===== src/rtl/ebpf_wb_pkg.sv =====
// Shared types and constants for the eBPF writeback unit and its ALU result FIFO.
package ebpf_wb_pkg;

  localparam int NUM_GPRS = 10;

  typedef logic [3:0] reg_idx_t;

  // INVALID_DST matches the register file's own exception code.
  typedef enum logic [1:0] {
    NO_EXCEPTION    = 2'd0,
    INVALID_DST     = 2'd1,
    UNEXPECTED_LOAD = 2'd2
  } wb_exc_t;

  typedef struct packed {
    reg_idx_t    dst;
    logic [63:0] data;
  } wb_item_t;

endpackage


===== src/rtl/ebpf_writeback_unit_fifo.sv =====
// Circular buffer for ALU results waiting on the register-file write port.
// Exposes per-slot valid/dst so the hazard logic can see buffered destinations.
module wb_alu_fifo
  import ebpf_wb_pkg::*;
#(
  parameter int DEPTH = 2
) (
  input  logic                       clk,
  input  logic                       reset,
  input  logic                       push,
  input  wb_item_t                   push_item,
  input  logic                       pop,
  output wb_item_t                   head,
  output logic [$clog2(DEPTH):0]     count,
  output logic [DEPTH-1:0]           entry_valid,
  output reg_idx_t [DEPTH-1:0]       entry_dst
);

  localparam int PTR_W = $clog2(DEPTH);
  localparam int CNT_W = PTR_W + 1;

  wb_item_t         mem [DEPTH];
  logic [PTR_W-1:0] wr_ptr;
  logic [PTR_W-1:0] rd_ptr;
  logic [DEPTH-1:0] slot_valid;

  always_ff @(posedge clk) begin
    if (reset) begin
      wr_ptr     <= '0;
      rd_ptr     <= '0;
      count      <= '0;
      slot_valid <= '0;
    end else begin
      if (pop) begin
        rd_ptr             <= rd_ptr + PTR_W'(1);
        slot_valid[rd_ptr] <= 1'b0;
      end
      // Push after pop so a full-buffer push/pop on the same slot keeps it valid.
      if (push) begin
        mem[wr_ptr]        <= push_item;
        wr_ptr             <= wr_ptr + PTR_W'(1);
        slot_valid[wr_ptr] <= 1'b1;
      end
      case ({push, pop})
        2'b10:   count <= count + CNT_W'(1);
        2'b01:   count <= count - CNT_W'(1);
        default: count <= count;
      endcase
    end
  end

  assign head        = mem[rd_ptr];
  assign entry_valid = slot_valid;

  always_comb begin
    for (int i = 0; i < DEPTH; i++) begin
      entry_dst[i] = mem[i].dst;
    end
  end

endmodule


===== src/rtl/ebpf_writeback_unit.sv =====
// Register-file write master: merges ALU and load results, tracks pending loads, flags hazards.
// Optional WB_FORWARD_EN adds a forwarding path from the output stage to the issuing source.
module ebpf_writeback_unit
  import ebpf_wb_pkg::*;
#(
  parameter int ALU_FIFO_DEPTH = 2,
  parameter int NUM_GPRS       = ebpf_wb_pkg::NUM_GPRS
) (
  input  logic        clk,
  input  logic        reset,
  input  logic        alu_valid,
  output logic        alu_ready,
  input  reg_idx_t    alu_dst,
  input  logic [63:0] alu_data,
  input  logic        ld_issue,
  input  reg_idx_t    ld_issue_dst,
  input  logic        ld_valid,
  input  reg_idx_t    ld_dst,
  input  logic [63:0] ld_data,
  input  reg_idx_t    chk_src,
  input  logic        chk_src_used,
  input  reg_idx_t    chk_dst,
  output logic        hazard,
  output reg_idx_t    rf_dst,
  output logic [63:0] rf_write_data,
  output logic        rf_write_en,
  output wb_exc_t     wb_exc
`ifdef WB_FORWARD_EN
  ,
  output logic        fwd_valid,
  output logic [63:0] fwd_data
`endif
);

  localparam int CNT_W = $clog2(ALU_FIFO_DEPTH) + 1;

  logic [NUM_GPRS-1:0]            pending;
  logic [NUM_GPRS-1:0]            pending_next;
  logic                           ld_was_pending;
  wb_exc_t                        exc_next;
  logic [CNT_W-1:0]               fifo_count;
  logic [ALU_FIFO_DEPTH-1:0]      fifo_valid;
  reg_idx_t [ALU_FIFO_DEPTH-1:0]  fifo_dst;
  wb_item_t                       fifo_head;
  wb_item_t                       sel_item;
  logic                           sel_any;
  logic                           fifo_push;
  logic                           fifo_pop;
  logic                           alu_accept;
  logic [15:0]                    busy_core;
  logic [15:0]                    out_hit;
  logic                           src_busy;

  function automatic logic idx_ok(reg_idx_t idx);
    return int'(idx) < NUM_GPRS;
  endfunction

  wb_alu_fifo #(.DEPTH(ALU_FIFO_DEPTH)) u_fifo (
    .clk         (clk),
    .reset       (reset),
    .push        (fifo_push),
    .push_item   ('{dst: alu_dst, data: alu_data}),
    .pop         (fifo_pop),
    .head        (fifo_head),
    .count       (fifo_count),
    .entry_valid (fifo_valid),
    .entry_dst   (fifo_dst)
  );

  assign alu_ready  = fifo_count < CNT_W'(ALU_FIFO_DEPTH);
  assign alu_accept = alu_valid & alu_ready;

  // Load data first, then the oldest buffered ALU result, then an ALU bypass.
  always_comb begin
    sel_any   = 1'b1;
    fifo_pop  = 1'b0;
    fifo_push = 1'b0;
    sel_item  = '{dst: alu_dst, data: alu_data};
    if (ld_valid) begin
      sel_item  = '{dst: ld_dst, data: ld_data};
      fifo_push = alu_accept;
    end else if (fifo_count != '0) begin
      sel_item  = fifo_head;
      fifo_pop  = 1'b1;
      fifo_push = alu_accept;
    end else begin
      sel_any = alu_accept;
    end
  end

  always_comb begin
    pending_next   = pending;
    ld_was_pending = 1'b0;
    for (int i = 0; i < NUM_GPRS; i++) begin
      if (ld_dst == reg_idx_t'(i)) ld_was_pending = pending[i];
      if (ld_valid && ld_dst == reg_idx_t'(i)) pending_next[i] = 1'b0;
      if (ld_issue && ld_issue_dst == reg_idx_t'(i)) pending_next[i] = 1'b1;
    end
    exc_next = NO_EXCEPTION;
    if ((sel_any && !idx_ok(sel_item.dst)) || (ld_issue && !idx_ok(ld_issue_dst)))
      exc_next = INVALID_DST;
    else if (ld_valid && idx_ok(ld_dst) && !ld_was_pending)
      exc_next = UNEXPECTED_LOAD;
  end

  always_ff @(posedge clk) begin
    if (reset) begin
      pending       <= '0;
      rf_write_en   <= 1'b0;
      rf_dst        <= '0;
      rf_write_data <= '0;
      wb_exc        <= NO_EXCEPTION;
    end else begin
      pending     <= pending_next;
      wb_exc      <= exc_next;
      rf_write_en <= sel_any && idx_ok(sel_item.dst);
      if (sel_any) begin
        rf_dst        <= sel_item.dst;
        rf_write_data <= sel_item.data;
      end
    end
  end

  // Vectors padded to the full index range so an invalid index reads as not busy.
  always_comb begin
    busy_core = '0;
    out_hit   = '0;
    for (int i = 0; i < NUM_GPRS; i++) begin
      busy_core[i] = pending[i];
      for (int e = 0; e < ALU_FIFO_DEPTH; e++) begin
        if (fifo_valid[e] && fifo_dst[e] == reg_idx_t'(i)) busy_core[i] = 1'b1;
      end
      out_hit[i] = rf_write_en && (rf_dst == reg_idx_t'(i));
    end
  end

`ifdef WB_FORWARD_EN
  assign src_busy  = busy_core[chk_src];
  assign fwd_valid = chk_src_used & out_hit[chk_src];
  assign fwd_data  = rf_write_data;
`else
  assign src_busy  = busy_core[chk_src] | out_hit[chk_src];
`endif

  assign hazard = (chk_src_used & src_busy) | busy_core[chk_dst] | out_hit[chk_dst];

endmodule


===== config.mk =====
export PLATFORM = sky130hd
export DESIGN_NAME = ebpf_writeback_unit
export DESIGN_NICKNAME = d
export VERILOG_FILES = /design/src/rtl/ebpf_wb_pkg.sv /design/src/rtl/ebpf_writeback_unit_fifo.sv /design/src/rtl/ebpf_writeback_unit.sv
export SDC_FILE = /design/constraint.sdc
export NUM_CORES = 1
export LEC_CHECK = 0
export CAP_MARGIN = 10
export CORE_MARGIN = 5
export CORE_UTILIZATION = 50
export DETAILED_ROUTE_END_ITERATION = 10
export GPL_TIMING_DRIVEN = 0
export PLACE_DENSITY = 0.8
export SLEW_MARGIN = 40
export SYNTH_ARGS = -nofsm -noshare
export SYNTH_HDL_FRONTEND = slang
export SYNTH_SLANG_ARGS = --single-unit

===== constraint.sdc =====
create_clock -name clk -period 11.35 [get_ports clk]
set_clock_uncertainty 0.1 [all_clocks]
set_input_delay 2.8375 -clock clk [delete_from_list [all_inputs] [get_ports clk]]
set_output_delay 2.8375 -clock clk [all_outputs]
set_load 0.02 [all_outputs]

; ---- After elaboration in Yosys (flattened, before gate mapping)
; Memory sizes are Yosys's and may differ from the RTL's. A register that Yosys moved wholly into a read port is not among the register bits.
; Cells that the tools add are included.
[word_totals]
n_memories = 1
reg_bits = 87
wordCells = 249
ram_bits = 136
out_inout_bits = 73
input_bits = 154
[memory_table]
columns = memory, depth, word_bits, rd, rd_clocked_by_memory_dff, wr, line_no
row1 = u_fifo.mem, 2, 68, 3, 1, 1, ebpf_writeback_unit_fifo.sv:22  ; wb_item_t mem [DEPTH];
[classes]
reduce_logical = 79
bitwise = 8
n_addsub = 4
muxes = 81
n_eq_ne = 47
n_lt_le_gt_ge = 10
[ops]
columns = cell, count
row1 = 68-bit 2-to-1 mux, 2
row2 = 4-bit by 3-bit equality test with 1-bit output (second input constant), 20
row3 = 1-bit 2-to-1 mux, 68
row4 = 1-bit logical AND, 57
row5 = 4-bit by 2-bit equality test with 1-bit output (second input constant), 10
row6 = 4-bit equality test (second input constant), 10
row7 = 2-bit nonzero test, 12
row8 = 4-bit by 1-bit equality test with 1-bit output (second input constant), 5
row9 = 4-bit zero test, 5
row10 = 1-bit binary-select mux with 4-bit select, 4
row11 = 4-bit less-than comparator (second input constant), 3
row12 = 4-bit by 5-bit less-than comparator with 1-bit output (second input constant), 2
row13 = 2-bit 2-to-1 mux, 4
row14 = 1-bit by 2-bit less-than comparator with 1-bit output (second input constant), 2
row15 = 2-bit one-hot mux with 2 select lines, 1
row16 = 1-bit zero test, 3
row17 = 1-bit OR, 3
row18 = 1-bit adder (second input constant), 2
row19 = 2-bit by 1-bit adder with 2-bit output (second input constant), 1
row20 = 1-bit bitwise AND, 2
row21 = 2-bit bitwise AND, 1
row22 = 1-bit demux with 1-bit select, 2
row23 = 2-bit by 1-bit equality test with 1-bit output (second input constant), 1
row24 = 2-bit equality test (second input constant), 1
row25 = other kinds (7), 8

; ---- Logic depth before layout (Yosys ltp)
; Gate-level depths: netlist of the first run.
[depth]
ltp_word = 15
mapped_depth = 9

; ---- Modules after synthesis
; From an unflattened synthesis of the first run, not the netlist that was laid out.
[hier_totals]
cells_unflattened = 939
area_unflattened_um2 = 10236.1
[modules_own_cells]
columns = module, cells_per_inst, instances, seq_area_each_um2, area_per_inst_um2
row1 = wb_alu_fifo, 250, 1, 4224.1, 5327.6
row2 = ebpf_writeback_unit, 689, 1, 1621.6, 4908.5

; ---- Least setup slack after synthesis of the first run
; No wires, ideal clock.
[synth_timing]
kind = input to register
start = in ld_valid
end = mem u_fifo.mem[1][0] (netlist bit) (enable)
stages = 3
path_slack_ps = 2300
arrival_ps = 8356
required_ps = 10656
cell_sequence = clkbuf_1 > o211ai_1 > nor3b_1
[synth_via]
elab_chain_len = 4
[synth_lines]
columns = element, line_no
row1 = start: declaration, ebpf_writeback_unit.sv:17  ; input logic ld_valid,
row2 = 1-bit 2-to-1 mux, ebpf_writeback_unit.sv:79  ; if (ld_valid) begin
row3 = 1-bit 2-to-1 mux, ebpf_writeback_unit_fifo.sv:39  ; if (push) begin
row4 = 1-bit 2-to-1 mux, ebpf_writeback_unit_fifo.sv:28  ; if (reset) begin
row5 = 1-bit 2-to-1 mux (not written as such), ebpf_writeback_unit_fifo.sv:40  ; mem[wr_ptr] <= push_item;
row6 = end: declaration, ebpf_writeback_unit_fifo.sv:22
; No other way between the ends.

; ---- Worst setup path after layout of the first run
[layout_timing]
start = in chk_dst[1]
end = out hazard
[layout_via]
elab_chain_len = 4
elab_cells_between_ends = 6
classes_between = mux (4) / bitwise (2)
[layout_lines]
columns = element, line_no
row1 = start: declaration, ebpf_writeback_unit.sv:22  ; input reg_idx_t chk_dst,
row2 = 1-bit binary-select mux with 4-bit select, ebpf_writeback_unit.sv:145  ; assign hazard = (chk_src_used & src_busy) | busy_core[chk_dst] | out_hit[chk_dst];
row3 = 1-bit 2-to-1 mux (not written as such), ebpf_writeback_unit.sv:145
row4 = 1-bit OR, ebpf_writeback_unit.sv:145
row5 = 1-bit OR *, ebpf_writeback_unit.sv:145
row6 = end: declaration, ebpf_writeback_unit.sv:23  ; output logic hazard,
; Mark *: on every way between the ends. The rest lies on a longest branch, timed or not. The select of a mux whose other input is x is not followed.

==> results.py, run 1 <==
metrics = {
    "run_status": {
        "status": "completed",
    },
    "power_and_ir_drop": {
        "peakVddDrop_mv": 0.124,
        "power_density_nw_per_um2": 200,
        "power_leakage_uw": 0.00458,
    },
    "placement": {
        "dp_hpwl_mm": 20.6,
        "place_congestion": 0.856,
        "port_buffers": 222,
        "postPlaceCellArea_um2": 12500,
    },
    "synthesis": {
        "synth_fp_nets": 1027,
        "synth_common_cells": "153 x nor2_1, 136 x edfxtp_1, 134 x a211oi_1",
        "yosysTopAreaCell": "edfxtp_1",
        "syn_area_per_cell_um2": 11.2,
        "synthCells": 872,
        "yosysMostFrequentCell": "nor2_1",
        "ys_seq_area_share_pct": 59.7,
        "synth_top_area_share_pct": 41.7,
        "synth_cell_types": 50,
        "async_flop_share_pct": 0,
        "synthTopCellsByArea": "edfxtp_1 42%, dfxtp_1 18%, a211oi_1 10%, mux2i_1 7.1%, nor2_1 5.9%",
        "synth_seq_cells": 224,
        "synth_edf_count": 136,
        "ys.flop_type": "edfxtp_1",
        "yosysWarnings": 0,
        "syn_area_um2": 9800,
    },
    "timing": {
        "whs_ns": 0.392,
        "period_needed_ns": 7.77,
        "fin_crit_sh_pct": 68.5,
        "finalHoldViolations": 0,
        "final-setup-viol-count": 0,
        "fmax_mhz": 129,
        "slew_headroom_pct": 50.9,
        "tightest_slew_ns": 0.736,
        "drv_slew": 0,
        "rsz0062_at_grt": "false",
    },
    "route": {
        "drc": 0,
        "vias": 8133,
        "vias_per_cell": 5.70,
        "routedWlPerCell_um": 19.8,
        "firstDrtPassIters": 5,
        "ant_nets": 0,
        "drt_iter0_drc": 485,
        "routed_wl_mm": 28.3,
    },
    "worst_setup_path": {
        "end_kind": "primary output",
        "reg2reg_to": "u_fifo.mem[0][28]$_DFFE_PP_",
        "r2r_slack_ns": 8.90,
        "crit_required_ns": 8.41,
        "cp-start-kind": "input pin",
        "crit_start": "chk_dst[1]",
        "cp-endpoint": "hazard",
        "reg2reg_depth": 7,
        "critPathKind": "input pin to primary output",
        "critPathMaxFanout": 6,
        "r2r_start": "u_fifo.count[1]$_SDFFE_PP0P_",
        "worstPathArrival_ns": 4.84,
    },
    "global_route": {
        "grt_antenna_before_repair": 2,
        "overflow": 0,
        "grt_max_degree": 15,
        "grt_util_all_layers_pct": 24.5,
        "grt_pass1_vias": 8183,
        "grt_first_pass_wirelength_mm": 43.6,
    },
    "floorplan": {
        "die_w_um": 150,
        "die_area_um2": 22500,
        "initial_core_util_pct": 50.5,
        "die_h_um": 150,
        "core-area_um2": 19400,
        "ios": 227,
        "row_count": 51,
    },
    "cts": {
        "cts_buffers": 24,
        "cts.path.max_buffers": 3,
        "cts_setup_buffers": 0,
        "path_clk_slew_ns": 0.06,
        "cts_hold_buf": 0,
        "cts.sinks": 224,
        "post_cts_resized": 0,
        "htree_levels": 1,
        "clk_latency_ns": 0.51,
        "cts_root_buf": "clkbuf_16",
        "cts_tree": "yes",
    },
    "layout": {
        "final_cell_area_um2": 13300,
        "layout-drive-gt1-share_pct": 9.22,
        "fin_nets": 1297,
        "area_growth_pct": 35.6,
    },
    "worst_hold_path": {
        "hp-class": "flop to flop",
    },
    "job": {
        "cap_violations": 0,
    },
}
[layer usage]
| layer | track usage (%) | vias up | part of all wire, % |
|---|---|---|---|
| li1 | - | 3852 | - |
| met1 | 29.9 | 3928 | 39 |
| met2 | 43.3 | 292 | 51 |
| met3 | 5.88 | 59 | 7.4 |
| met4 | 6.63 | 2 | 2.6 |
| met5 | 0 | - | 0.039 |
[critical path: stages]
cell and delay, ns:
clkdlybuf4s50_1 0.48, or2_2 0.35, a311oi_1 0.28, a31oi_1 0.06, nand3_1 0.10, a32o_1 0.12
clkdlybuf4s50_1 0.60
[how the worst min path moves through the flow]
stage	startpoint	end	slack [ns]	cells past startpoint
after floorplan	pending[7]$_SDFFE_PP0P_	pending[7]$_SDFFE_PP0P_	0.36	2
after global placement	rf_write_data[41]$_SDFFE_PP0P_	rf_write_data[41]$_SDFFE_PP0P_	0.38	2
after detailed placement	rf_write_data[50]$_SDFFE_PP0P_	rf_write_data[50]$_SDFFE_PP0P_	0.39	2
after CTS	rf_write_data[63]$_SDFFE_PP0P_	rf_write_data[63]$_SDFFE_PP0P_	0.40	2
after global routing	rf_write_data[3]$_SDFFE_PP0P_	rf_write_data[3]$_SDFFE_PP0P_	0.41	2
final	rf_write_data[63]$_SDFFE_PP0P_	rf_write_data[63]$_SDFFE_PP0P_	0.39	2
[area by class of cell]
type	instances	area (um2)
clock buffer	38	726
clock inverter	6	37.5
antenna	1	2.50
buffer	69	327
multi-input combinational	575	3620
inverter	4	15.0
sequential	224	5850
fill	1488	6120
tap	265	332
timing repair buffer	244	2380
[placed cells by master, fill, tap and decap left out, types with 4 or more instances in the layout]
| cell type | n |
|---|---|
| a211oi_1 | 134 |
| a21oi_1 | 27 |
| a31oi_1 | 4 |
| and3b_1 | 5 |
| buf_1 | 7 |
| buf_2 | 32 |
| buf_4 | 20 |
| clkbuf_1 | 37 |
| clkbuf_16 | 26 |
| clkdlybuf4s50_1 | 222 |
| clkinv_2 | 4 |
| dfxtp_1 | 88 |
| edfxtp_1 | 136 |
| inv_1 | 4 |
| mux2i_1 | 69 |
| nand2_1 | 21 |
| nand2b_1 | 5 |
| nand3_1 | 7 |
| nand3b_1 | 6 |
| nor2_1 | 153 |
| nor2b_1 | 5 |
| nor3_1 | 75 |
| nor3b_1 | 4 |
| o21ai_0 | 13 |
[stage by stage]
stage          TNS [ns]  setup WS [ns]  std cells  util (%)  power (uW)
6_report              0           3.58       1426      68.5        2650
5_1_grt               0           3.39       1426      68.5        2770
4_1_cts               0           3.60       1425      68.4        2660
3_5_place_dp          0           3.61       1381      64.5        1910
3_3_place_gp    -107.99          -1.09       1359      63.7        1890
2_1_floorplan         0           2.30        872         -        1570
[sequential cells by signal, summed over array words and instances, names as in the netlist, named ones only]
register	flops
u_fifo.mem	136
wb_exc	2
rf_write_data	64
rf_write_en	1
u_fifo.wr_ptr	1
u_fifo.count	2
pending	10
rf_dst	4
u_fifo.entry_valid	2
u_fifo.rd_ptr	1
[where the power goes]
group          switching (uW)  total [uW]  internal (uW)
Sequential               50.6        1020            965
Combinational             520         885            365
Clock                     310         750            440
Total                     881        2650           1770
[cells by family after synthesis]
| logic type | Yosys count | share of synthesized area, % |
|---|---|---|
| multiplexers | 72 | 7.74 |
| AO/OA/AOI/OAI | 195 | 14.2 |
| flip-flops | 224 | 59.7 |
| adder cells (fa/ha/maj) | 1 | 0.128 |
| XOR/XNOR | 4 | 0.358 |
| AND/OR/NAND/NOR | 303 | 14.5 |
| buffers and inverters | 73 | 3.49 |
Power figures use the tool's default switching activity.
==> inputs of run 2 (changes only) <==
clock period = 7.8 ns   (was 11.35 ns; I/O delays follow)
==> results.py, run 2 (synthesis results as in run 1) <==
metrics = {
    "global_route": {
        "grt_pass1_vias": 8109,
        "grt_util_all_layers_pct": 24.2,
        "grt_first_pass_wirelength_mm": 42.8,
        "overflow": 0,
        "grt_max_degree": 17,
        "grt_antenna_before_repair": 4,
    },
    "power_and_ir_drop": {
        "power_leakage_uw": 0.00457,
        "total_power_uw": 3930,
        "power_density_nw_per_um2": 295,
        "peakVddDrop_mv": 0.209,
    },
    "placement": {
        "port_buffers": 222,
        "dp_hpwl_mm": 20.4,
        "place_congestion": 0.867,
    },
    "route": {
        "drt_iter0_drc": 395,
        "firstDrtPassIters": 5,
        "vias_per_cell": 5.63,
        "vias": 7983,
        "routedWlPerCell_um": 19.7,
        "routed_wl_mm": 28.0,
        "drc": 0,
        "ant_nets": 0,
    },
    "floorplan": {
        "row_count": 51,
        "die_w_um": 150,
        "ios": 227,
        "die_h_um": 150,
        "core-area_um2": 19400,
        "initial_core_util_pct": 50.5,
        "die_area_um2": 22500,
    },
    "cts": {
        "cts_setup_buffers": 0,
        "cts.sinks": 224,
        "post_cts_resized": 0,
        "cts_hold_buf": 0,
        "path_clk_slew_ns": 0.06,
        "htree_levels": 1,
        "cts_root_buf": "clkbuf_16",
        "clk_latency_ns": 0.50,
        "cts.path.max_buffers": 3,
        "cts_buffers": 23,
        "cts_tree": "yes",
    },
    "timing": {
        "whs_ns": 0.391,
        "fmax_mhz": 166,
        "finalHoldViolations": 0,
        "drv_slew": 0,
        "final-setup-viol-count": 0,
        "tightest_slew_ns": 0.746,
        "slew_headroom_pct": 50.2,
        "period_needed_ns": 6.01,
        "rsz0062_at_grt": "false",
        "fin_crit_sh_pct": 77.1,
    },
    "worst_setup_path": {
        "end_kind": "primary output",
        "cp-start-kind": "input pin",
        "worstPathArrival_ns": 3.96,
        "critPathMaxFanout": 6,
        "critPathKind": "input pin to primary output",
        "crit_required_ns": 5.75,
    },
    "layout": {
        "regMostFlops": "u_fifo.mem",
        "fin_nets": 1290,
        "final_cell_mix": "222 x clkdlybuf4s50_1, 153 x nor2_1, 136 x edfxtp_1",
        "layout-drive-gt1-share_pct": 8.95,
        "seq_area_um2": 5850,
        "multi_input_area_um2": 3620,
        "final_common_cell": "clkdlybuf4s50_1",
        "largest_reg_flops": 136,
        "fillerInstances": 1496,
        "area_growth_pct": 35.9,
        "reg_top3": "u_fifo.mem x136, rf_write_data x64, pending x10",
    },
    "job": {
        "cap_violations": 0,
    },
    "worst_hold_path": {
        "hp-class": "flop to flop",
    },
    "run_status": {
        "status": "completed",
    },
}
[run 2: layout make-up]
type,count,share of cell area [%]
timing repair buffer,238,17.6
multi-input combinational,575,27.2
buffer,69,2.45
clock inverter,12,1.32
antenna,3,0.0564
clock buffer,29,4.80
tap,265,2.49
sequential,224,43.9
inverter,4,0.113
[run 2: critical path, stage by stage]
cell             delay, ns
clkdlybuf4s50_1       0.53
nor4_1                0.36
nand4_1               0.15
o311ai_0              0.11
a21oi_1               0.07
a32o_1                0.25
clkdlybuf4s50_1       0.54
[run 2: path summary, 6_finish.rpt]
| path | startpoint | end | slack, ns | depth (start not counted) |
|---|---|---|---|---|
| max | chk_src[0] | hazard | 1.79 | 7 |
| min | rf_write_data[62]$_SDFFE_PP0P_ | rf_write_data[62]$_SDFFE_PP0P_ | 0.39 | 2 |
| min reg2reg | rf_write_data[62]$_SDFFE_PP0P_ | rf_write_data[62]$_SDFFE_PP0P_ | 0.39 | 2 |
| max reg2reg | u_fifo.count[0]$_SDFFE_PP0P_ | u_fifo.mem[0][6]$_DFFE_PP_ | 4.43 | 11 |
[run 2: power breakdown]
part,switching (uW),internal (uW),total (uW)
Sequential,74.3,1400,1480
Clock,455,716,1170
Combinational,751,529,1280
[run 2: metal layers]
| metal | up-vias | share of wire (%) | routed length (um) | GRT usage [%] |
|---|---|---|---|---|
| li1 | 3832 | - | - | - |
| met1 | 3816 | 39 | 11000 | 30.2 |
| met2 | 282 | 50 | 14000 | 42.0 |
| met3 | 51 | 8.0 | 2240 | 5.75 |
| met4 | 2 | 2.7 | 751 | 6.91 |
| met5 | - | 0.046 | 13 | 0 |
[run 2: stage by stage]
stage | instances | utilization (%) | TNS (ns) | cell area [um2] | setup WS (ns)
4_1_cts | 1416 | 68.6 | 0 | 13300 | 1.81
3_3_place_gp | 1359 | 63.7 | -197.29 | 12400 | -2.88
3_5_place_dp | 1375 | 64.4 | 0 | 12500 | 1.81
6_report | 1419 | 68.6 | 0 | 13300 | 1.79
2_1_floorplan | 872 | - | 0 | 9800 | 0.0202
5_1_grt | 1419 | 68.6 | 0 | 13300 | 1.70
